<file path="src/rtl/sync_fifo_prog.sv">
// Single-clock FIFO with run-time almost-full/almost-empty thresholds, occupancy count,
// sticky overflow/underflow flags and a build-time standard-read or FWFT output.
module sync_fifo_prog #(
  parameter int DSIZE = 32,
  parameter int ASIZE = 6,
  parameter bit FWFT  = 1'b0
) (
  input  logic             clk,
  input  logic             rst,
  input  logic [DSIZE-1:0] wdata,
  input  logic             winc,
  input  logic             rinc,
  input  logic [ASIZE:0]   af_thresh,
  input  logic [ASIZE:0]   ae_thresh,
  input  logic             clr_err,
  output logic [DSIZE-1:0] rdata,
  output logic             wfull,
  output logic             rempty,
  output logic             almost_full,
  output logic             almost_empty,
  output logic [ASIZE:0]   count,
  output logic             overflow,
  output logic             underflow
);
  localparam int DEPTH = 1 << ASIZE;

  logic [DSIZE-1:0] mem [DEPTH];
  logic [ASIZE-1:0] waddr, raddr;
  logic [ASIZE:0]   count_next;
  logic             we, re;

  // Gate on the registered flags so a full/empty FIFO never corrupts itself.
  assign we = winc & ~wfull;
  assign re = rinc & ~rempty;

  always_comb begin
    count_next = count + {{ASIZE{1'b0}}, we} - {{ASIZE{1'b0}}, re};
  end

  always_ff @(posedge clk or posedge rst) begin
    if (rst) begin
      waddr        <= '0;
      raddr        <= '0;
      count        <= '0;
      wfull        <= 1'b0;
      rempty       <= 1'b1;
      almost_full  <= 1'b0;
      almost_empty <= 1'b1;
      overflow     <= 1'b0;
      underflow    <= 1'b0;
    end else begin
      if (we) waddr <= waddr + 1'b1;
      if (re) raddr <= raddr + 1'b1;
      count        <= count_next;
      wfull        <= (count_next == (ASIZE+1)'(DEPTH));
      rempty       <= (count_next == '0);
      almost_full  <= (count_next >= af_thresh);
      almost_empty <= (count_next <= ae_thresh);
      // Set takes priority over a same-edge clear.
      overflow     <= (winc & wfull)  | (overflow  & ~clr_err);
      underflow    <= (rinc & rempty) | (underflow & ~clr_err);
    end
  end

  // Storage is intentionally not reset.
  always_ff @(posedge clk) begin
    if (we) mem[waddr] <= wdata;
  end

  generate
    if (FWFT) begin : g_fwft
      assign rdata = mem[raddr];
    end else begin : g_reg
      logic [DSIZE-1:0] rd_q;
      always_ff @(posedge clk or posedge rst) begin
        if (rst)     rd_q <= '0;
        else if (re) rd_q <= mem[raddr];
      end
      assign rdata = rd_q;
    end
  endgenerate

endmodule

</file>
<file path="config.mk">
export PLATFORM = sky130hd
export DESIGN_NAME = sync_fifo_prog
export DESIGN_NICKNAME = d
export VERILOG_FILES = /design/src/rtl/sync_fifo_prog.sv
export SDC_FILE = /design/constraint.sdc
export NUM_CORES = 2
export LEC_CHECK = 0
export CELL_PAD_IN_SITES_DETAIL_PLACEMENT = 0
export CELL_PAD_IN_SITES_GLOBAL_PLACEMENT = 2
export CORE_ASPECT_RATIO = 1.5
export CORE_MARGIN = 4
export CORE_UTILIZATION = 35
export CTS_BUF_LIST = sky130_fd_sc_hd__clkbuf_16
export CTS_CLUSTER_SIZE = 14
export DETAILED_ROUTE_END_ITERATION = 12
export PLACE_DENSITY_LB_ADDON = 0.1
export SYNTH_ARGS = -nofsm -noshare
export SYNTH_HDL_FRONTEND = slang
export SYNTH_SLANG_ARGS = --single-unit
export TNS_END_PERCENT = 100
</file>
<file path="constraint.sdc">
create_clock -name clk -period 10.85 [get_ports clk]
set_input_delay 3.255 -clock clk [delete_from_list [all_inputs] [get_ports clk]]
set_output_delay 3.255 -clock clk [all_outputs]
set_load 0.02 [all_outputs]
</file>
==> impl_metrics.toml <==
[drt]
routedWlPerCell_um = 34.87
antenna_left = 0
dr_total_vias = 38200
routed_wl_um = 248000
drt_iter0_markers = 3028
drc = 0
via_per_inst = 5.371
drt_pre_antenna_iters = 5

[global_routing]
grt-ovfl-total = 0
grt_start_max_net_pins = 104
antenna_found_initial = 23
grt_pass1_vias = 40040
track_usage_pct = 20.54
grt_first_pass_wirelength_um = 342200

[run]
max_cap_violations = 0

[sta]
hold_violations = 0
fin_tns_setup_ns = 0
rsz0062_at_grt = "false"
worst_clock_skew_ns = 0.05745
fin_crit_sh_pct = 58.99
fmax_ghz = 0.1562
relSlewSlack_pct = 13.91
setup-violations-final = 0
tightest_slew_ns = 1.288
maxSlewViolCount = 0
post-route-min-period_ns = 6.400

[layout]
stdcell_count = 7111
nNetsFinal = 3962
fillers = 20250
drive_above_1_share_pct = 25.58
syn2layout_area_growth_pct = 14.70

[worst_setup_path]
worst-setup-path-type = "input pin to flip-flop"
crit_path_end_kind = "flip-flop"
crit_fanout = 24
startpoint_type = "input pin"
required_ns = 11.60
r2r_cells = 8
crit_arrival_ns = 7.15

[cts]
post_cts_buffers = 0
cts_tree = "done"
cts_resized = 0
clock_sinks = 2105
ctsHoldBuffers = 0
clock_latency_ns = 0.86
clk_pin_slew_ns = 0.07
cts_max_path_buffers = 4
htreeDepth = 4
cts_made_buffers = 215
ctsRootBufferMaster = "clkbuf_16"

[die]
coreArea_um2 = 229500
die_h_um = 596.9
dieArea_um2 = 239100
start_util_pct = 35.26
rows = 215
ios = 96
die-width_um = 400.6

[status]
status = "finished, final reports clean"

[pwr]
pwr_density_cell_nw_per_um2 = 260.0
ir_worst_vdd_uv = 203.5
leakage_nw = 29.20

[synthesis]
async_reset_ff_share_pct = 2.708
yosysUniqueCellTypes = 62
synth_flop_cell = "edfxtp_1"
syn_nets = 3710
syn_area_um2 = 80920
synth-seq-cells = 2105
synth_area_per_cell_um2 = 22.25
yosys_warnings = 0
ys_seq_area_share_pct = 77.77
synth_edf_count = 2048
synth_cells = 3637

[place]
globalplace.congestion = 0.7591
numPortBuffers = 95
dp.cells = 6710
place_hpwl_um = 150700

[hold_path]
hold_class = "flip-flop to flip-flop"
hold-path-cell-count = 1
-- worst max-delay path: stages --
cell and delay [ns]:
clkdlybuf4s50_1 0.46, nand2b_4 0.37, clkinv_1 0.17, ha_1 0.30
inv_1 0.06, ha_1 0.15, inv_1 0.06, fa_1 0.42
nor2b_1 0.11, o21ai_0 0.13, a21boi_0 0.24, nor2_1 0.14
ha_1 0.31, and4_1 0.22, a21oi_1 0.07, a21boi_0 0.13
maj3_1 0.36, a22oi_1 0.16
-- worst paths after layout --
| path | from | to | slack (ns) |
|---|---|---|---|
| worst max-delay path | rinc | almost_empty | 4.45 |
| worst min-delay path | waddr[2] | waddr[2] | 0.49 |
| worst max register to register | raddr[1] | rdata[12] | 6.15 |
| min in group asynchronous | rst | underflow | 2.85 |
| max in group asynchronous | rst | raddr[3] | 6.93 |
| worst min register to register | waddr[2] | waddr[2] | 0.49 |
-- power breakdown --
group | switching [mW] | internal, mW
combinational | 4.54 | 2.77
clock | 3.11 | 4.05
sequential | 0.364 | 9.30
total | 8.02 | 16.1
-- cell type report --
type                       instances  area [µm²]  area share (%)
antenna                           11       27.53         0.02966
clock buffer                     218        5455           5.878
clock inverter                   172        1215           1.309
inverter                          31       117.6          0.1267
multi-input combinational       1301       17260           18.60
sequential                      2105       62950           67.82
tap                             3038        3801           4.096
timing repair buffer             235        1987           2.141
-- synthesized netlist by cell type, types with 3 or more instances --
master	instances	area share, %
a32oi_1	3	0.032
a211oi_1	21	0.19
nor2b_1	16	0.12
buf_6	28	0.39
nor3_1	11	0.068
a21oi_1	62	0.38
xnor2_1	11	0.12
mux2_2	19	0.26
edfxtp_1	2048	76
o2111ai_1	7	0.076
buf_2	58	0.36
mux2i_1	183	2.3
nand3b_1	4	0.037
inv_1	30	0.14
a211o_1	9	0.097
ha_1	21	0.32
a221o_1	20	0.25
nand2_1	70	0.32
a22o_1	27	0.29
buf_4	29	0.27
a221oi_1	4	0.043
buf_1	17	0.079
nor2_1	103	0.48
nor3b_1	4	0.037
nand3_1	32	0.20
a22oi_1	26	0.24
and2_1	6	0.046
o221ai_1	46	0.50
o22ai_1	20	0.15
a21o_1	9	0.083
nand2b_1	8	0.062
a31oi_1	9	0.070
nor4_1	4	0.031
clkbuf_1	67	0.31
o21ai_0	15	0.093
dfrtp_1	55	1.7
o211ai_1	17	0.16
o21ai_1	4	0.025
a2111oi_0	9	0.097
mux4_2	475	13
-- through the flow --
step	area (µm²)	setup slack [ns]	hold WS, ns	util [%]	total power, mW
after floorplan	80920	4.292	0.4586	-	14.07
after global placement	86110	3.505	0.4822	37.53	17.44
after detailed placement	86110	3.563	0.4797	37.53	17.39
after CTS	92780	4.461	0.4929	40.43	24.62
after global routing	92780	4.203	0.5294	40.43	25.13
final	92810	4.450	0.4937	40.45	24.13
-- registers in the layout, indices dropped and copies added, names as in the netlist --
| signal | flops |
|---|---|
| overflow | 1 |
| rdata | 32 |
| waddr | 6 |
| raddr | 6 |
| rempty | 1 |
| almost_empty | 1 |
| almost_full | 1 |
| mem | 2048 |
| wfull | 1 |
| count | 7 |
| underflow | 1 |
-- logic make-up (layout without fill, tap and decap cells) --
family / count (synthesis) / after routing / synth area share [%]
DFF: 2105 / 2105 / 77.77
muxes: 677 / 677 / 15.75
AOI/OAI and AO/OA: 315 / 315 / 2.861
and+or+nand+nor: 272 / 272 / 1.536
buffers and inverters: 231 / 656 / 1.569
adders and majority gates: 24 / 24 / 0.3742
xor gates and xnor gates: 13 / 13 / 0.1407
other: 0 / 11 / 0
-- placed cells by master, fill, tap and decap left out, drive strengths merged, types with 11 or more instances in the layout --
cell type      netlist  routed
edfxtp            2048    2048
mux4               475     475
clkbuf              67     218
mux2i              183     183
buf                133     172
nor2               103     103
clkinv               1      97
inv                 30      86
nand2               70      70
clkdlybuf4s50        0      63
a21oi               62      62
dfrtp               55      55
o221ai              46      46
nand3               32      32
a22o                27      27
a22oi               26      26
a211oi              21      21
ha                  21      21
a221o               20      20
o22ai               20      20
mux2                19      19
o21ai               19      19
bufinv               0      18
o211ai              17      17
nor2b               16      16
diode                0      11
nor3                11      11
xnor2               11      11
-- layer usage --
layer / share of wire (%) / vias up / track usage, % / wire length (µm)
li1: - / 15900 / - / -
met4: 1.9 / 0 / 3.968 / 4660
met3: 4.2 / 248 / 2.414 / 10460
met5: 0 / - / 0 / 0
met1: 40 / 21170 / 26.36 / 99120
met2: 54 / 882 / 37.64 / 133700
Note: power is estimated with default switching activity, not from simulation.
